File: config.mk
export PLATFORM = sky130hd
export DESIGN_NAME = data_mem_arbiter_flat
export DESIGN_NICKNAME = d
export VERILOG_FILES = /design/src/rtl/data_mem_arbiter_if.sv /design/src/rtl/data_mem_arbiter.sv /design/src/flat_wrapper.sv
export SDC_FILE = /design/constraint.sdc
export NUM_CORES = 1
export LEC_CHECK = 0
export ABC_CLOCK_PERIOD_IN_PS = 2000
export CORE_AREA = 3 3 115 117
export CTS_CLUSTER_SIZE = 24
export DETAILED_ROUTE_END_ITERATION = 10
export DIE_AREA = 0 0 118 120
export PLACE_DENSITY = 0.6
export SLEW_MARGIN = 25
export SYNTH_ARGS = -nofsm -noshare
export SYNTH_HDL_FRONTEND = slang
export SYNTH_SLANG_ARGS = --single-unit
export TNS_END_PERCENT = 1
File: constraint.sdc
create_clock -name clk -period 2 [get_ports clk]
set_clock_uncertainty 0.15 [all_clocks]
set_input_delay 0.4 -clock clk [delete_from_list [all_inputs] [get_ports clk]]
set_output_delay 0.4 -clock clk [all_outputs]
set_load 0.005 [all_outputs]
File: src/rtl/data_mem_arbiter_if.sv
// Bus bundle between the two requesters, the arbiter and the data memory.
// The arbiter takes the slave view. The requesters and the memory together take
// the master view.
interface data_mem_arbiter_if #(
  parameter int AW = 32,
  parameter int DW = 32
);
  // Port 0: processor data port
  logic          r0_req;
  logic          r0_we;
  logic          r0_lock;
  logic [AW-1:0] r0_addr;
  logic [DW-1:0] r0_wdata;
  logic          r0_gnt;
  logic          r0_rvalid;
  logic [DW-1:0] r0_rdata;

  // Port 1: secondary master (loader / debug DMA)
  logic          r1_req;
  logic          r1_we;
  logic          r1_lock;
  logic [AW-1:0] r1_addr;
  logic [DW-1:0] r1_wdata;
  logic          r1_gnt;
  logic          r1_rvalid;
  logic [DW-1:0] r1_rdata;

  // Single-ported synchronous-read memory side
  logic          mem_en;
  logic          mem_we;
  logic [AW-1:0] mem_addr;
  logic [DW-1:0] mem_wdata;
  logic [DW-1:0] mem_rdata;

  modport slave (
    input  r0_req, r0_we, r0_lock, r0_addr, r0_wdata,
    output r0_gnt, r0_rvalid, r0_rdata,
    input  r1_req, r1_we, r1_lock, r1_addr, r1_wdata,
    output r1_gnt, r1_rvalid, r1_rdata,
    output mem_en, mem_we, mem_addr, mem_wdata,
    input  mem_rdata
  );

  modport master (
    output r0_req, r0_we, r0_lock, r0_addr, r0_wdata,
    input  r0_gnt, r0_rvalid, r0_rdata,
    output r1_req, r1_we, r1_lock, r1_addr, r1_wdata,
    input  r1_gnt, r1_rvalid, r1_rdata,
    input  mem_en, mem_we, mem_addr, mem_wdata,
    output mem_rdata
  );
endinterface

File: src/rtl/data_mem_arbiter.sv
// Two-port arbiter in front of a single-ported, synchronous-read data memory.
// Arbitration is round-robin per access. A port can hold a bounded locked
// ownership for back-to-back sequences.
// Grants are combinational, so an eligible request is accepted at the same edge.
// Read data comes back one cycle after a read grant.
module data_mem_arbiter #(
  parameter int AW       = 32,
  parameter int DW       = 32,
  parameter int MAX_LOCK = 8
) (
  input  logic              clk,
  input  logic              reset,
  data_mem_arbiter_if.slave bus
);

  localparam int LCW = (MAX_LOCK > 2) ? $clog2(MAX_LOCK) : 1;
  localparam logic [LCW-1:0] LOCK_LAST = LCW'(MAX_LOCK - 1);

  typedef enum logic [1:0] {
    IDLE = 2'd0,
    OWN0 = 2'd1,
    OWN1 = 2'd2
  } state_t;

  state_t         state_reg, state_next;
  logic           last_reg, last_next;
  logic [LCW-1:0] lock_cnt_reg, lock_cnt_next;
  logic [1:0]     rd_pend_reg, rd_pend_next;

  // Requester views indexed by port number
  logic [1:0]     req;
  logic [1:0]     we;
  logic [1:0]     lock;
  logic [AW-1:0]  addr  [2];
  logic [DW-1:0]  wdata [2];
  logic [DW-1:0]  rdata [2];

  logic [1:0]     gnt;
  logic           owner;
  logic           owner_active;
  logic           sel;

  assign req      = {bus.r1_req,  bus.r0_req};
  assign we       = {bus.r1_we,   bus.r0_we};
  assign lock     = {bus.r1_lock, bus.r0_lock};
  assign addr[0]  = bus.r0_addr;
  assign addr[1]  = bus.r1_addr;
  assign wdata[0] = bus.r0_wdata;
  assign wdata[1] = bus.r1_wdata;

  // Arbitration: the owner keeps the port while it requests, otherwise round-robin
  always_comb begin
    gnt           = 2'b00;
    sel           = 1'b0;
    state_next    = state_reg;
    last_next     = last_reg;
    lock_cnt_next = lock_cnt_reg;
    owner         = (state_reg == OWN1);
    owner_active  = ((state_reg == OWN0) && req[0]) ||
                    ((state_reg == OWN1) && req[1]);

    if (!reset) begin
      // Nothing is granted while reset is held, even with requests pending
      gnt = 2'b00;
    end else if (owner_active) begin
      gnt       = owner ? 2'b10 : 2'b01;
      last_next = owner;
      // Release on an unlocked access or after the last allowed locked grant
      if (!lock[owner] || (lock_cnt_reg == LOCK_LAST)) begin
        state_next    = IDLE;
        lock_cnt_next = '0;
      end else begin
        lock_cnt_next = lock_cnt_reg + 1'b1;
      end
    end else begin
      // Idle arbitration, also used when an owner stops requesting
      sel = (req[0] && req[1]) ? ~last_reg : req[1];
      if (req != 2'b00) begin
        gnt       = sel ? 2'b10 : 2'b01;
        last_next = sel;
        if (lock[sel]) begin
          state_next    = sel ? OWN1 : OWN0;
          lock_cnt_next = LCW'(1);
        end else begin
          state_next    = IDLE;
          lock_cnt_next = '0;
        end
      end else begin
        state_next    = IDLE;
        lock_cnt_next = '0;
      end
    end
  end

  // Arbitration state with asynchronous active-low reset
  always_ff @(posedge clk or negedge reset) begin
    if (!reset) begin
      state_reg    <= IDLE;
      last_reg     <= 1'b1;
      lock_cnt_reg <= '0;
      rd_pend_reg  <= 2'b00;
    end else begin
      state_reg    <= state_next;
      last_reg     <= last_next;
      lock_cnt_reg <= lock_cnt_next;
      rd_pend_reg  <= rd_pend_next;
    end
  end

  // Memory request mux: the granted port drives the macro, zeros when idle
  always_comb begin
    bus.mem_we    = 1'b0;
    bus.mem_addr  = '0;
    bus.mem_wdata = '0;
    if (gnt[0]) begin
      bus.mem_we    = we[0];
      bus.mem_addr  = addr[0];
      bus.mem_wdata = wdata[0];
    end else if (gnt[1]) begin
      bus.mem_we    = we[1];
      bus.mem_addr  = addr[1];
      bus.mem_wdata = wdata[1];
    end
  end

  assign bus.mem_en = |gnt;

  // Per-port read return: a read grant raises rvalid for exactly the next cycle
  genvar gi;
  generate
    for (gi = 0; gi < 2; gi++) begin : g_ret
      assign rd_pend_next[gi] = gnt[gi] & ~we[gi];
      assign rdata[gi]        = rd_pend_reg[gi] ? bus.mem_rdata : '0;
    end
  endgenerate

  assign bus.r0_gnt    = gnt[0];
  assign bus.r1_gnt    = gnt[1];
  assign bus.r0_rvalid = rd_pend_reg[0];
  assign bus.r1_rvalid = rd_pend_reg[1];
  assign bus.r0_rdata  = rdata[0];
  assign bus.r1_rdata  = rdata[1];

endmodule

File: src/flat_wrapper.sv
// flat-port wrapper written by rule: the top's interface ports become plain ports
module data_mem_arbiter_flat 
#(
  parameter int AW       = 32,
  parameter int DW       = 32,
  parameter int MAX_LOCK = 8
)
  (clk, reset, bus_r0_req, bus_r0_we, bus_r0_lock, bus_r0_addr, bus_r0_wdata, bus_r0_gnt, bus_r0_rvalid, bus_r0_rdata, bus_r1_req, bus_r1_we, bus_r1_lock, bus_r1_addr, bus_r1_wdata, bus_r1_gnt, bus_r1_rvalid, bus_r1_rdata, bus_mem_en, bus_mem_we, bus_mem_addr, bus_mem_wdata, bus_mem_rdata);
  data_mem_arbiter_if #(.AW(AW), .DW(DW)) bus_i ();
  input  logic clk;
  input  logic reset;
  input wire logic [$bits(bus_i.r0_req)-1:0] bus_r0_req;
  input wire logic [$bits(bus_i.r0_we)-1:0] bus_r0_we;
  input wire logic [$bits(bus_i.r0_lock)-1:0] bus_r0_lock;
  input wire logic [$bits(bus_i.r0_addr)-1:0] bus_r0_addr;
  input wire logic [$bits(bus_i.r0_wdata)-1:0] bus_r0_wdata;
  output wire logic [$bits(bus_i.r0_gnt)-1:0] bus_r0_gnt;
  output wire logic [$bits(bus_i.r0_rvalid)-1:0] bus_r0_rvalid;
  output wire logic [$bits(bus_i.r0_rdata)-1:0] bus_r0_rdata;
  input wire logic [$bits(bus_i.r1_req)-1:0] bus_r1_req;
  input wire logic [$bits(bus_i.r1_we)-1:0] bus_r1_we;
  input wire logic [$bits(bus_i.r1_lock)-1:0] bus_r1_lock;
  input wire logic [$bits(bus_i.r1_addr)-1:0] bus_r1_addr;
  input wire logic [$bits(bus_i.r1_wdata)-1:0] bus_r1_wdata;
  output wire logic [$bits(bus_i.r1_gnt)-1:0] bus_r1_gnt;
  output wire logic [$bits(bus_i.r1_rvalid)-1:0] bus_r1_rvalid;
  output wire logic [$bits(bus_i.r1_rdata)-1:0] bus_r1_rdata;
  output wire logic [$bits(bus_i.mem_en)-1:0] bus_mem_en;
  output wire logic [$bits(bus_i.mem_we)-1:0] bus_mem_we;
  output wire logic [$bits(bus_i.mem_addr)-1:0] bus_mem_addr;
  output wire logic [$bits(bus_i.mem_wdata)-1:0] bus_mem_wdata;
  input wire logic [$bits(bus_i.mem_rdata)-1:0] bus_mem_rdata;
  assign bus_i.r0_req = bus_r0_req;
  assign bus_i.r0_we = bus_r0_we;
  assign bus_i.r0_lock = bus_r0_lock;
  assign bus_i.r0_addr = bus_r0_addr;
  assign bus_i.r0_wdata = bus_r0_wdata;
  assign bus_r0_gnt = bus_i.r0_gnt;
  assign bus_r0_rvalid = bus_i.r0_rvalid;
  assign bus_r0_rdata = bus_i.r0_rdata;
  assign bus_i.r1_req = bus_r1_req;
  assign bus_i.r1_we = bus_r1_we;
  assign bus_i.r1_lock = bus_r1_lock;
  assign bus_i.r1_addr = bus_r1_addr;
  assign bus_i.r1_wdata = bus_r1_wdata;
  assign bus_r1_gnt = bus_i.r1_gnt;
  assign bus_r1_rvalid = bus_i.r1_rvalid;
  assign bus_r1_rdata = bus_i.r1_rdata;
  assign bus_mem_en = bus_i.mem_en;
  assign bus_mem_we = bus_i.mem_we;
  assign bus_mem_addr = bus_i.mem_addr;
  assign bus_mem_wdata = bus_i.mem_wdata;
  assign bus_i.mem_rdata = bus_mem_rdata;
  data_mem_arbiter #(.AW(AW), .DW(DW), .MAX_LOCK(MAX_LOCK)) u_core (.clk(clk), .reset(reset), .bus(bus_i));
endmodule
==> results of run 1 <==
## layer usage
metal,vias to the layer above,wire length (um),track usage
met5,-,0,0
met4,0,41,0.0161
met3,4,1090,0.0476
met2,180,5990,0.263
met1,1255,4400,0.156
li1,1358,-,-
## worst max-delay path, stage by stage, from the launching register on
cell	delay (ps)
dfrtp_1	390
nand2b_4	160
a211o_1	310
and3_4	190
buf_12	160
a22o_1	200
dlygate4sd2_1	260
## metrics by stage
stage               setup WS [ps]  area, um^2   util
global placement             -815        4850  0.389
finish                       -460        4720  0.378
floorplan                   -61.4        1540      -
detailed placement           -836        4850  0.389
global route                 -531        4720  0.378
CTS                          -649        4700  0.377
## placed cells by master (no fill, tap or decap), drive strengths merged
master | netlist | final
a211o | 1 | 1
a21oi | 2 | 2
a22o | 65 | 65
a2bb2oi | 1 | 1
a31oi | 2 | 2
and2 | 64 | 64
and3 | 2 | 2
buf | 14 | 59
clkbuf | 9 | 34
clkdlybuf4s15 | 0 | 4
clkdlybuf4s50 | 0 | 166
dfrtp | 7 | 7
dfstp | 1 | 1
dlygate4sd2 | 0 | 67
dlymetal6s2s | 0 | 2
ha | 2 | 2
inv | 5 | 5
mux2i | 1 | 1
nand2 | 3 | 3
nand2b | 1 | 1
nand4 | 1 | 1
nor2 | 5 | 5
nor2b | 3 | 3
o211a | 1 | 1
o211ai | 1 | 1
o21a | 1 | 1
o21ai | 3 | 3
o22ai | 2 | 2
or3 | 1 | 1
or4 | 1 | 1
## repair_timing
action,in CTS,in global routing
setup buffers,0,7
pin swaps,5,9
gates cloned,0,4
endpoints found under the setup margin,132,68
gates resized for setup,263,47
hold buffers,0,0
## how the worst max path moves through the flow
stage / from / to / slack (ps) / depth (start not counted)
detailed placement: bus_r1_req / bus_mem_wdata[5] / -840 / 7
CTS: u_core.state_reg[0]$_DFFE_PN0P_ / bus_mem_addr[1] / -650 / 6
global placement: bus_r1_req / bus_mem_wdata[6] / -810 / 7
floorplan: u_core.state_reg[0]$_DFFE_PN0P_ / bus_mem_wdata[10] / -60 / 7
global route: u_core.state_reg[0]$_DFFE_PN0P_ / bus_mem_wdata[5] / -530 / 7
finish: u_core.state_reg[0]$_DFFE_PN0P_ / bus_mem_wdata[20] / -460 / 6
## area by class of cell
class	count	area, um^2	share of cell area
Timing Repair Buffer	328	2990	0.634
Multi-Input combinational cell	163	1210	0.257
Tap cell	172	215	0.0456
Sequential cell	8	203	0.0430
Clock buffer	4	78.8	0.0167
Inverter	5	18.8	0.00398
## power breakdown
group	switching (mW)	leakage [nW]	internal [mW]
combinational	0.325	2.24	0.625
clock	0.0798	0.0382	0.266
sequential	0.0146	0.102	0.180
total	0.420	2.38	1.07
## cell families (layout without fill, tap and decap cells)
group,count (synthesis),after routing
and+or+nand+nor,81,81
muxes,1,1
adders and majority gates,2,2
AOI/OAI and AO/OA,79,79
DFF,8,8
buffers and inverters,28,337
==> run summary, run 1 <==
H-tree depth - 1
CTS tree - yes
Hold Path Class - in -> async
Layout Nets - 679
Hold Worst Slack - 104 ps
Crit. End Element - output pin
Final setup vio count - 67
Avg Synthesized Cell Area - 7.73 um^2
Worst-skew pair later-pin latency - 230 ps
Post-synth EDFFs - 0
Relative slew slack - 0.840
Worst endpoint required time - 1450 ps
Setup TNS - -23960 ps
Initial Util - 0.123
N_diodes - 0
Root Buffer - clkbuf_16
TritonRoute pass-1 iters - 6
Total Power - 1.49 mW
DR iter-0 viols - 87
Port Buffers - 301
WL/cell - 16.9 um
Mux cell area share after synthesis - 0.00651
Dpl cells - 666
Max clock buf depth - 2
Synth Net Count - 369
Compound-gate portion of the synthesized area - 0.430
Sink Count - 8
DRC viols - 0
Max reg flops - 3
Lkg Pwr - 2.38 nW
CTS Buf Count - 3
GRT Util Overall - 0.140
Critical Path Start Type - flip-flop
Failing checks - setup timing
R2r worst-path depth - 4
Final cell count without fillers - 680
Layout area overhead - 207%
GRT overflow - 0
Status - finished, violations left
Final period utilization - 1.23
Number of global-route vias before repair - 2863
Routed via count - 2797
Post-synth top flop - dfrtp_1
Filler Cell Count - 1363
Post-route ant nets - 0
Synth Warn # - 0
Clk slew on worst S/H paths - 40 ps
Synthesized instance count - 199
Die area - 14200 um^2
Worst IR Drop VDD - 0.000199 V
Number of distinct library cells after synthesis - 28
Width of the die - 118 um
Vias per cell - 4.11
Final Hold Viols - 0
# Max-Cap Violations - 0
#FFs+latches synth - 8
Area contributors post-synth - a22o_1, and2_1, dfrtp_1
Area leader, netlist - a22o_1
Global-route wire length before repair - 16000 um
Antenna violations before repair - 0
Synth top area share - 0.370
Synthesized-area fraction occupied by xor and xnor cells - 0
Async set-or-reset flop fraction in the synthesized netlist - 1.00
RSZ-0062 raised after global routing - yes
Flop2flop setup slack - 260 ps
Simple-gate share of the synthesized area - 0.324
Mapped cell area - 1540 um^2
Routed WL - 11500 um
Setup slack after layout - -460 ps
Core Area - 12500 um^2
Pin count of the biggest net entering global routing - 37
Final Critical Period - 2460 ps
RR Endpoint - u_core.lock_cnt_reg[0]$_DFFE_PN0P_
IO Count - 302
Synth Area in Adders - 0.0163
Sequential area share after synthesis - 0.131
Final GP Congestion - 0.791
Rows - 41
Fmax - 406 MHz
Most frequent cells after synthesis - a22o_1, and2_1, buf_2
Layout cell share with drive strength beyond 1 - 0.201
RR Startpoint - u_core.lock_cnt_reg[0]$_DFFE_PN0P_
Count leader, synth - a22o_1
Critical path class - reg -> out
Die Height - 120 um
Detailed placement HPWL - 9470 um
Max-slew violations - 0
CP Max Fanout - 17
Largest family of logic cells by synthesized area - compound AO/OA/AOI/OAI gates
Tightest Pin Transition - 240 ps
PwrDens - 316 nW/um^2
WP data arrival - 1910 ps
Power figures use the tool's default switching activity.
==> inputs of run 2 (changes only) <==
Settings changed: SKIP_LAST_GASP set to 1.
==> run 2 against run 1 <==
The run still ends with setup timing left. Global-route usage about the same. Register-to-register slack about the same. Sequential cell count unchanged. Non-clock buffer count decreased by 10. Die area unchanged. Sequential power about the same. Sequential share of layout area decreased by 0.21 points. Worst setup slack got worse by 290 ps. Hold slack improved by 290 ps. Combinational power increased by 7%. Cell count decreased by 1.5%. Largest power group unchanged. Highest routed layer unchanged.
==> run summary, run 2 (synthesis results as in run 1) <==
Lkg Pwr - 1.99 nW
N_diodes - 0
# Max-Cap Violations - 0
Final period utilization - 1.37
Hold Path Class - reg -> reg
DRC viols - 0
Final Util - 0.396
Initial Util - 0.123
Worst endpoint required time - 1450 ps
CTS tree - yes
Core Area - 12500 um^2
Number of global-route vias before repair - 2863
Register area - 201 um^2
Port Buffers - 301
Fmax - 364 MHz
Final Critical Period - 2750 ps
Antenna violations before repair - 0
Root Buffer - clkbuf_16
WP data arrival - 2200 ps
H-tree depth - 1
Vias per cell - 4.10
PwrDens - 315 nW/um^2
Buffers inserted by post-CTS timing repair - 0
Final Hold Viols - 0
Tightest Pin Transition - 239 ps
Final GP Congestion - 0.791
Most frequent CP cell - clkdlybuf4s50_1
Pin count of the biggest net entering global routing - 37
Worst-skew pair later-pin latency - 230 ps
Global-route wire length before repair - 15900 um
Most common cell after layout, fill and taps aside - clkdlybuf4s50_1
Setup slack after layout - -749 ps
CP bufs+invs - 4
Final setup vio count - 132
Max-slew violations - 0
Flop2flop setup slack - 260 ps
CP delay by family, top - buffers and inverters
Max stage delay on crit path - 470 ps
Layout cell share with drive strength beyond 1 - 0.0502
Number of hold buffers added after cts - 0
RSZ-0062 raised after global routing - yes
Max clock buf depth - 2
IO Count - 302
Status - finished, violations left
CP Max Fanout - 33
Post-route ant nets - 0
Max reg flops - 3
CTS Buf Count - 3
WL/cell - 16.3 um
TritonRoute pass-1 iters - 7
Crit. End Element - output pin
Sink Count - 8
Die area - 14200 um^2
Failing checks - setup timing
Multi-input logic area - 1210 um^2
Detailed placement HPWL - 9470 um
Routed via count - 2750
Layout Nets - 669
Worst IR Drop VDD - 0.000199 V
Routed WL - 10900 um
Critical Path Start Type - input port
Slowest cell on crit path - clkdlybuf4s50_1
Worst path cell trace - clkdlybuf4s50_1 -> inv_1 -> a211o_1 -> and3_4 -> buf_12 -> a22o_1 -> clkdlybuf4s50_1
GRT overflow - 0
Commonest non-fill, non-tap cells in the layout - clkdlybuf4s50_1, a22o_1, and2_1, buf_4, dlygate4sd2_1
Relative slew slack - 0.840
Die Height - 120 um
Post-DP Area - 4850 um^2
Filler Cell Count - 1314
Rows - 41
DR iter-0 viols - 87
Width of the die - 118 um
Clk slew on worst S/H paths - 40 ps
GRT Util Overall - 0.139
Critical path class - in -> out
Final cell area excluding filler cells - 4930 um^2
Layout area overhead - 221%
[run 2: cell count changes in the layout (fill, tap and decap cells not counted), moves of 4 or more]
cell / delta
dlygate4sd2_1: -58
clkbuf_2: -27
buf_6: -4
clkdlybuf4s50_1: +123
buf_2: -34
[run 2: report_power, final]
| group | switching, mW | total, mW | internal (mW) |
|---|---|---|---|
| clock network | 0.0798 | 0.346 | 0.266 |
| logic | 0.310 | 1.02 | 0.705 |
| registers | 0.0146 | 0.194 | 0.180 |
[run 2: layout make-up]
cell class | instances | share of cell area
Timing Repair Buffer | 318 | 0.651
Multi-Input combinational cell | 163 | 0.245
Tap cell | 172 | 0.0436
Sequential cell | 8 | 0.0408
Clock buffer | 4 | 0.0160
Inverter | 5 | 0.00381
[run 2: path summary, 6_finish.rpt]
path,end,depth (start not counted),startpoint
worst min-delay path,u_core.lock_cnt_reg[1]$_DFFE_PN0P_,2,u_core.lock_cnt_reg[1]$_DFFE_PN0P_
max in group asynchronous,u_core.rd_pend_reg[0]$_DFF_PN0_,2,reset
worst min register to register,u_core.lock_cnt_reg[1]$_DFFE_PN0P_,2,u_core.lock_cnt_reg[1]$_DFFE_PN0P_
worst max-delay path,bus_mem_wdata[27],7,bus_r1_req
min in group asynchronous,u_core.state_reg[1]$_DFFE_PN0P_,2,reset
worst max register to register,u_core.lock_cnt_reg[0]$_DFFE_PN0P_,4,u_core.lock_cnt_reg[0]$_DFFE_PN0P_
[run 2: worst register-to-register path: stages (launching register included)]
cell	delay, ps
dfrtp_1	390
ha_1	210
ha_1	210
or4_1	530
a31oi_1	170
[run 2: through the flow]
| stage | setup TNS [ps] | hold WS [ps] | setup WS, ps | power [mW] | cells |
|---|---|---|---|---|---|
| after floorplan | -1150 | -45.6 | -61.4 | 0.482 | 199 |
| after global placement | -55460 | 370 | -815 | 1.22 | 666 |
| after detailed placement | -56650 | 392 | -836 | 1.23 | 666 |
| after CTS | -52060 | 397 | -762 | 1.58 | 670 |
| after global routing | -56420 | 439 | -812 | 1.65 | 670 |
| final | -49740 | 397 | -749 | 1.56 | 670 |
[run 2: layer usage]
metal / vias to the layer above / global-route usage / share of wire / wire [um]
li1: 1336 / - / - / -
met1: 1227 / 0.156 / 0.38 / 4170
met2: 183 / 0.263 / 0.51 / 5590
met3: 4 / 0.0485 / 0.10 / 1140
met4: 0 / 0.0161 / 0.0037 / 41
met5: - / 0 / 0 / 0
[run 2: what timing repair did]
item                                    CTS  global route
resized for setup                        10             3
pin swaps                                 0             0
endpoints found under the setup margin  132           132
